[config.mk]
export PLATFORM = sky130hd
export DESIGN_NAME = fifo_uart_tx
export DESIGN_NICKNAME = d
export VERILOG_FILES = /design/src/rtl/fifo_uart_tx.sv
export SDC_FILE = /design/constraint.sdc
export NUM_CORES = 1
export LEC_CHECK = 0
export ABC_AREA = 1
export CAP_MARGIN = 20
export CORE_AREA = 2 2 84 70
export DETAILED_ROUTE_END_ITERATION = 16
export DIE_AREA = 0 0 86 72
export PLACE_DENSITY = 0.92
export SYNTH_ARGS = -nofsm -noshare
export SYNTH_HDL_FRONTEND = slang
export SYNTH_SLANG_ARGS = --single-unit
[constraint.sdc]
create_clock -name clk -period 3.8 [get_ports clk]
set_clock_uncertainty 0.2 [all_clocks]
set_input_delay 0.95 -clock clk [delete_from_list [all_inputs] [get_ports clk]]
set_output_delay 0.95 -clock clk [all_outputs]
set_load 0.05 [all_outputs]
[src/rtl/fifo_uart_tx.sv]
// Drains 32-bit words from the peripheral FIFO and transmits them as four
// UART 8N1/8N2 frames, least-significant byte first.
module fifo_uart_tx #(
  parameter int unsigned CLKS_PER_BIT = 868,
  parameter int unsigned STOP_BITS    = 1
) (
  input  logic        clk,
  input  logic        rst,
  input  logic        enable,
  input  logic        fifo_empty,
  input  logic [31:0] fifo_dout,
  output logic        fifo_rd_en,
  output logic        tx,
  output logic        busy,
  output logic        word_done
);

  localparam int unsigned BAUD_W = (CLKS_PER_BIT > 1) ? $clog2(CLKS_PER_BIT) : 1;
  localparam logic [BAUD_W-1:0] BAUD_LAST = BAUD_W'(CLKS_PER_BIT - 1);
  localparam logic [2:0]        STOP_LAST = 3'(STOP_BITS - 1);

  typedef enum logic [2:0] {IDLE, FETCH, LATCH, START, DATA, STOP} state_t;

  state_t            state_q;
  logic [31:0]       word_q;
  logic [7:0]        shift_q;
  logic [1:0]        byte_q;
  logic [2:0]        bit_q;
  logic [BAUD_W-1:0] baud_q;
  logic              bit_end;
  logic [7:0]        next_byte;

  assign bit_end = (baud_q == BAUD_LAST);

  // Byte that follows the one currently on the line
  always_comb begin
    case (byte_q)
      2'd0:    next_byte = word_q[15:8];
      2'd1:    next_byte = word_q[23:16];
      2'd2:    next_byte = word_q[31:24];
      default: next_byte = word_q[7:0];
    endcase
  end

  always_ff @(posedge clk) begin
    if (rst) begin
      state_q    <= IDLE;
      word_q     <= '0;
      shift_q    <= '0;
      byte_q     <= '0;
      bit_q      <= '0;
      baud_q     <= '0;
      fifo_rd_en <= 1'b0;
      tx         <= 1'b1;
      busy       <= 1'b0;
      word_done  <= 1'b0;
    end else begin
      fifo_rd_en <= 1'b0;
      word_done  <= 1'b0;
      case (state_q)
        IDLE: begin
          if (enable && !fifo_empty) begin
            state_q    <= FETCH;
            fifo_rd_en <= 1'b1;
            busy       <= 1'b1;
          end
        end
        FETCH: state_q <= LATCH;
        LATCH: begin
          word_q  <= fifo_dout;
          shift_q <= fifo_dout[7:0];
          byte_q  <= '0;
          bit_q   <= '0;
          baud_q  <= '0;
          tx      <= 1'b0;
          state_q <= START;
        end
        START: begin
          if (bit_end) begin
            baud_q  <= '0;
            bit_q   <= '0;
            tx      <= shift_q[0];
            shift_q <= {1'b0, shift_q[7:1]};
            state_q <= DATA;
          end else begin
            baud_q <= baud_q + BAUD_W'(1);
          end
        end
        DATA: begin
          if (bit_end) begin
            baud_q <= '0;
            if (bit_q == 3'd7) begin
              bit_q   <= '0;
              tx      <= 1'b1;
              state_q <= STOP;
            end else begin
              bit_q   <= bit_q + 3'd1;
              tx      <= shift_q[0];
              shift_q <= {1'b0, shift_q[7:1]};
            end
          end else begin
            baud_q <= baud_q + BAUD_W'(1);
          end
        end
        STOP: begin
          if (bit_end) begin
            baud_q <= '0;
            if (bit_q == STOP_LAST) begin
              bit_q <= '0;
              if (byte_q != 2'd3) begin
                byte_q  <= byte_q + 2'd1;
                shift_q <= next_byte;
                tx      <= 1'b0;
                state_q <= START;
              end else begin
                state_q   <= IDLE;
                busy      <= 1'b0;
                word_done <= 1'b1;
              end
            end else begin
              bit_q <= bit_q + 3'd1;
            end
          end else begin
            baud_q <= baud_q + BAUD_W'(1);
          end
        end
        default: state_q <= IDLE;
      endcase
    end
  end

endmodule

Word-level counts from Yosys, hierarchy flattened

Cells that the tools add are included.
W data, S select, Z words.

Bits of input ports: 36
Word-level logic and storage cells: 96
Register bits: 62

Muxes and demuxes: 42
Bitwise logic cells: 4
Reduce and logical (&&, ||, !) cells: 18
Equality and inequality tests: 19
$add $sub $neg: 3

Operators with widths:

| kind                    | number |
|---|---|
| $mux W8                 | 6 |
| $mux W3                 | 11 |
| $pmux W8 S4             | 1 |
| $pmux W8 S3             | 1 |
| $ne A2 B2 Y1 const B    | 10 |
| $pmux W10 S2            | 1 |
| $pmux W3 S6             | 1 |
| $mux W1                 | 12 |
| $pmux W3 S4             | 1 |
| $reduce_and A6 Y1       | 2 |
| $add A10 B1 Y10 const B | 1 |
| $eq A10 B10 Y1 const B  | 1 |
| $mux W10                | 1 |
| $eq A3 B3 Y1 const B    | 3 |
| $mux W2                 | 4 |
| $reduce_and A4 Y1       | 2 |
| $reduce_and A7 Y1       | 1 |
| $eq A3 B2 Y1 const B    | 2 |
| $logic_not A3 Y1        | 2 |
| $reduce_bool A2 Y1      | 3 |
| $reduce_and A5 Y1       | 1 |
| $not A1 Y1              | 4 |
| $pmux W1 S4             | 1 |
| $pmux W2 S2             | 1 |
| 13 further kinds        | 13 |

Depth between registers and ports, before layout

Depth in word-level cells: 6
Depth in mapped cells: 11
Gate-level depth less buffers: 11

Worst setup path before layout

No wires, ideal clock.

Path type: in2reg
Start point: in enable
End point: reg state_q[0]
Slack: 1.991 ns
Data required time: 3.487 ns
Arrival time: 1.497 ns
Setup time: 0.113 ns
Stages on the path: 7
Cell sequence: inv_1 > nor2_1 > nor2_1 > nor2_1 > nand2_1 > nor2_1 > nor2_1

Cells in the longest elaborated chain, start to end: 3

Ends and longest elaborated chain:

| what                               | RTL line | text |
|---|---|---|
| start: declaration                 | 9        | `input logic enable,` |
| $logic_and A1 B1 Y1                | 62       | `if (enable && !fifo_empty) begin` |
| $ne A2 B2 Y1 (no source line)      | n/a      |  |
| $reduce_and A6 Y1 (no source line) | n/a      |  |
| end signal: assignment             | 63       | `state_q <= FETCH;` |
| end signal: assignment             | 68       | `FETCH: state_q <= LATCH;` |
| end signal: assignment             | 76       | `state_q <= START;` |
| end: declaration                   | 24       | `state_t state_q;` |

Every way passes these cells.
A chain may end at the register's enable or synchronous reset.

Worst setup path in the final report

Start point: reg busy
End point: out busy

RTL lines:

| what                     | RTL line | text |
|---|---|---|
| start: declaration       | 14       | `output logic busy,` |
| start signal: assignment | 55       | `busy <= 1'b0;` |
| start signal: assignment | 65       | `busy <= 1'b1;` |
| start signal: assignment | 117      | `busy <= 1'b0;` |

No word-level cell between the ends.

==> flow_summary.json <==
{
  "run_status": "complete, no violations",
  "drt_iter0_drc": 259,
  "cts_tree": "built",
  "max_freq_mhz": 380,
  "reg2regPathDepth": 10,
  "post_cts_buffers": 0,
  "tightest_slew_ns": 0.615,
  "cp-start-kind": "flip-flop",
  "synth.avg_cell_area_um2": 6.50,
  "grt_antenna_before_repair": 0,
  "criticalPathCategory": "reg2out",
  "final_util": 0.699,
  "cp_cell_sequence": "clkdlybuf4s50_1",
  "die_w_um": 86,
  "yosysTopAreaCell": "dfxtp_1",
  "syn_area_um2": 3090,
  "area_delta_synth_final_pct": 20.4,
  "first_global_vias": 2938,
  "finalSetupViolCount": 0,
  "grt_pass1_wl_um": 12700,
  "rows": 24,
  "drt-pass1-iter-count": 5,
  "ctsResizeCount": 0,
  "gp_congestion": 0.910,
  "min-delay-start": "word_q[1]",
  "period_share": 0.692,
  "overflow": 0,
  "ys_ff_latch": 62,
  "diodes": 0,
  "clk_transition_reported_paths_ns": 0.07,
  "routed_wl_um": 7370,
  "worst-path-max-fanout": 2,
  "htreeDepth": 3,
  "syn_inst": 475,
  "reg2reg_to": "state_q[0]",
  "dpl.hpwl_um": 4960,
  "core_area_um2": 5320,
  "dp.cells": 562,
  "cts-root-buf": "clkbuf_8",
  "hold_class": "reg2reg",
  "drive_above_1_share": 0.0507,
  "fin_nets": 553,
  "placed_cell_area_um2": 3500,
  "drc_errors": 0,
  "clk_latency_ns": 0.35,
  "tns_ns": 0,
  "routed-via-count": 3091,
  "synth_nets": 520,
  "track_usage": 0.257,
  "start_util": 0.581,
  "required_ns": 2.65,
  "numCtsBuffers": 9,
  "cp.buffers_inverters": 1,
  "cpPeakStageDelay_ns": 0.80,
  "cp.arrival_ns": 1.48,
  "die_area_um2": 6190,
  "postLayoutCellArea_um2": 3720,
  "fin_crit_ns": 2.63,
  "ys_warn_count": 0,
  "reg2reg_slack_ns": 1.80,
  "drv_slew": 0,
  "path_delay_family": "buffers and inverters",
  "yosysSeqAreaShare": 0.402,
  "synth_top_area_frac": 0.402,
  "wl_per_cell_um": 12.7,
  "slew_headroom": 0.590,
  "cts_buffer_depth": 2,
  "final_cells": 578,
  "clock-sinks": 62,
  "io_buffers": 39,
  "grt_max_degree": 40,
  "irDropWorstVdd_mv": 0.345,
  "cap_viol_max_count": 0,
  "synth.area.top_cells": "dfxtp_1 (40%), nand2_1 (14%), nor2_1 (12%)",
  "pin_count": 40,
  "crit_slowest_cell": "clkdlybuf4s50_1",
  "hold_end": "word_q[1]",
  "rsz0062_at_grt": "no",
  "yosysUniqueCellTypes": 24,
  "p_per_area_nw_per_um2": 589,
  "die_h_um": 72,
  "hold_path_depth": 2,
  "leakagePower_nw": 1.65,
  "r2r_start": "state_q[1]",
  "endpoint_kind": "primary output",
  "vias_per_cell": 5.35,
  "hold_buffers": 0,
  "finalHoldViolCount": 0,
  "ant_nets": 0
}
[cells in the final DEF, fill, tap and decap left out, types with 3 or more instances in the layout]
cell type | Yosys | layout
nand4_1 | 4 | 4
o21ai_0 | 39 | 39
a21oi_1 | 38 | 38
nor2_1 | 95 | 95
clkdlybuf4s50_1 | 0 | 39
nand3_1 | 33 | 33
clkbuf_8 | 0 | 10
inv_1 | 47 | 47
nor3_1 | 3 | 3
ha_1 | 9 | 9
nand2_1 | 112 | 112
dfxtp_1 | 62 | 62
[where the power goes]
group | internal (W) | switching (W)
logic | 0.000227 | 0.000429
registers | 0.000809 | 0.0000916
clock network | 0.000385 | 0.000249
total | 0.00142 | 0.000770
[final cells by class]
cell class | count | area [um^2]
Timing Repair Buffer | 42 | 425
Sequential cell | 62 | 1240
Tap cell | 65 | 81.3
Clock inverter | 4 | 70.1
Inverter | 49 | 184
Fill cell | 428 | 1600
Multi-Input combinational cell | 344 | 1570
Clock buffer | 12 | 145
[metrics by stage]
step | total power, W | hold slack [ns] | setup WS, ns
3_5_place_dp | 0.00155 | 0.242 | 1.20
5_1_grt | 0.00234 | 0.274 | 1.12
4_1_cts | 0.00219 | 0.252 | 1.16
3_3_place_gp | 0.00152 | 0.237 | 1.26
2_1_floorplan | 0.00138 | 0.230 | 1.99
6_report | 0.00219 | 0.250 | 1.17
[routing by layer]
metal | share of wire | track usage | routed length (um) | vias to the layer above
met3 | 0.076 | 0.0785 | 557 | 16
met4 | 0.018 | 0.104 | 136 | 0
met2 | 0.47 | 0.417 | 3440 | 130
met5 | 0 | 0 | 0 | -
li1 | - | - | - | 1563
met1 | 0.44 | 0.320 | 3230 | 1382
[sequential cells by signal (all words and copies together) (netlist names)]
name	count
word_q	32
baud_q	10
shift_q	8
bit_q	3
state_q	3
byte_q	2
busy	1
fifo_rd_en	1
tx	1
word_done	1
[Yosys cell counts, drive strengths merged]
| library cell | n |
|---|---|
| buf | 8 |
| a21boi | 1 |
| ha | 9 |
| inv | 49 |
| o21bai | 1 |
| nor4 | 1 |
| o21ai | 39 |
| nand2 | 116 |
| o211ai | 1 |
| dfxtp | 62 |
| nor3 | 3 |
| nand3 | 35 |
| nor2 | 96 |
| nand4 | 4 |
| a21oi | 38 |
| clkbuf | 12 |
[worst max path at each step]
stage / from / end / cells after the start
after floorplan: enable / state_q[0] / 7
after global placement: rst / word_q[2] / 6
after detailed placement: rst / word_q[18] / 6
after CTS: fifo_rd_en / fifo_rd_en / 1
after global routing: tx / tx / 1
final: busy / busy / 1
[cells by family after synthesis]
logic type               Yosys count  synth area share
AO/OA/AOI/OAI                     80             0.132
flip-flops                        62             0.402
AND/OR/NAND/NOR                  255             0.340
buffers and inverters             69            0.0892
adder cells (fa/ha/maj)            9            0.0365
Note: power is estimated with default switching activity, not from simulation.
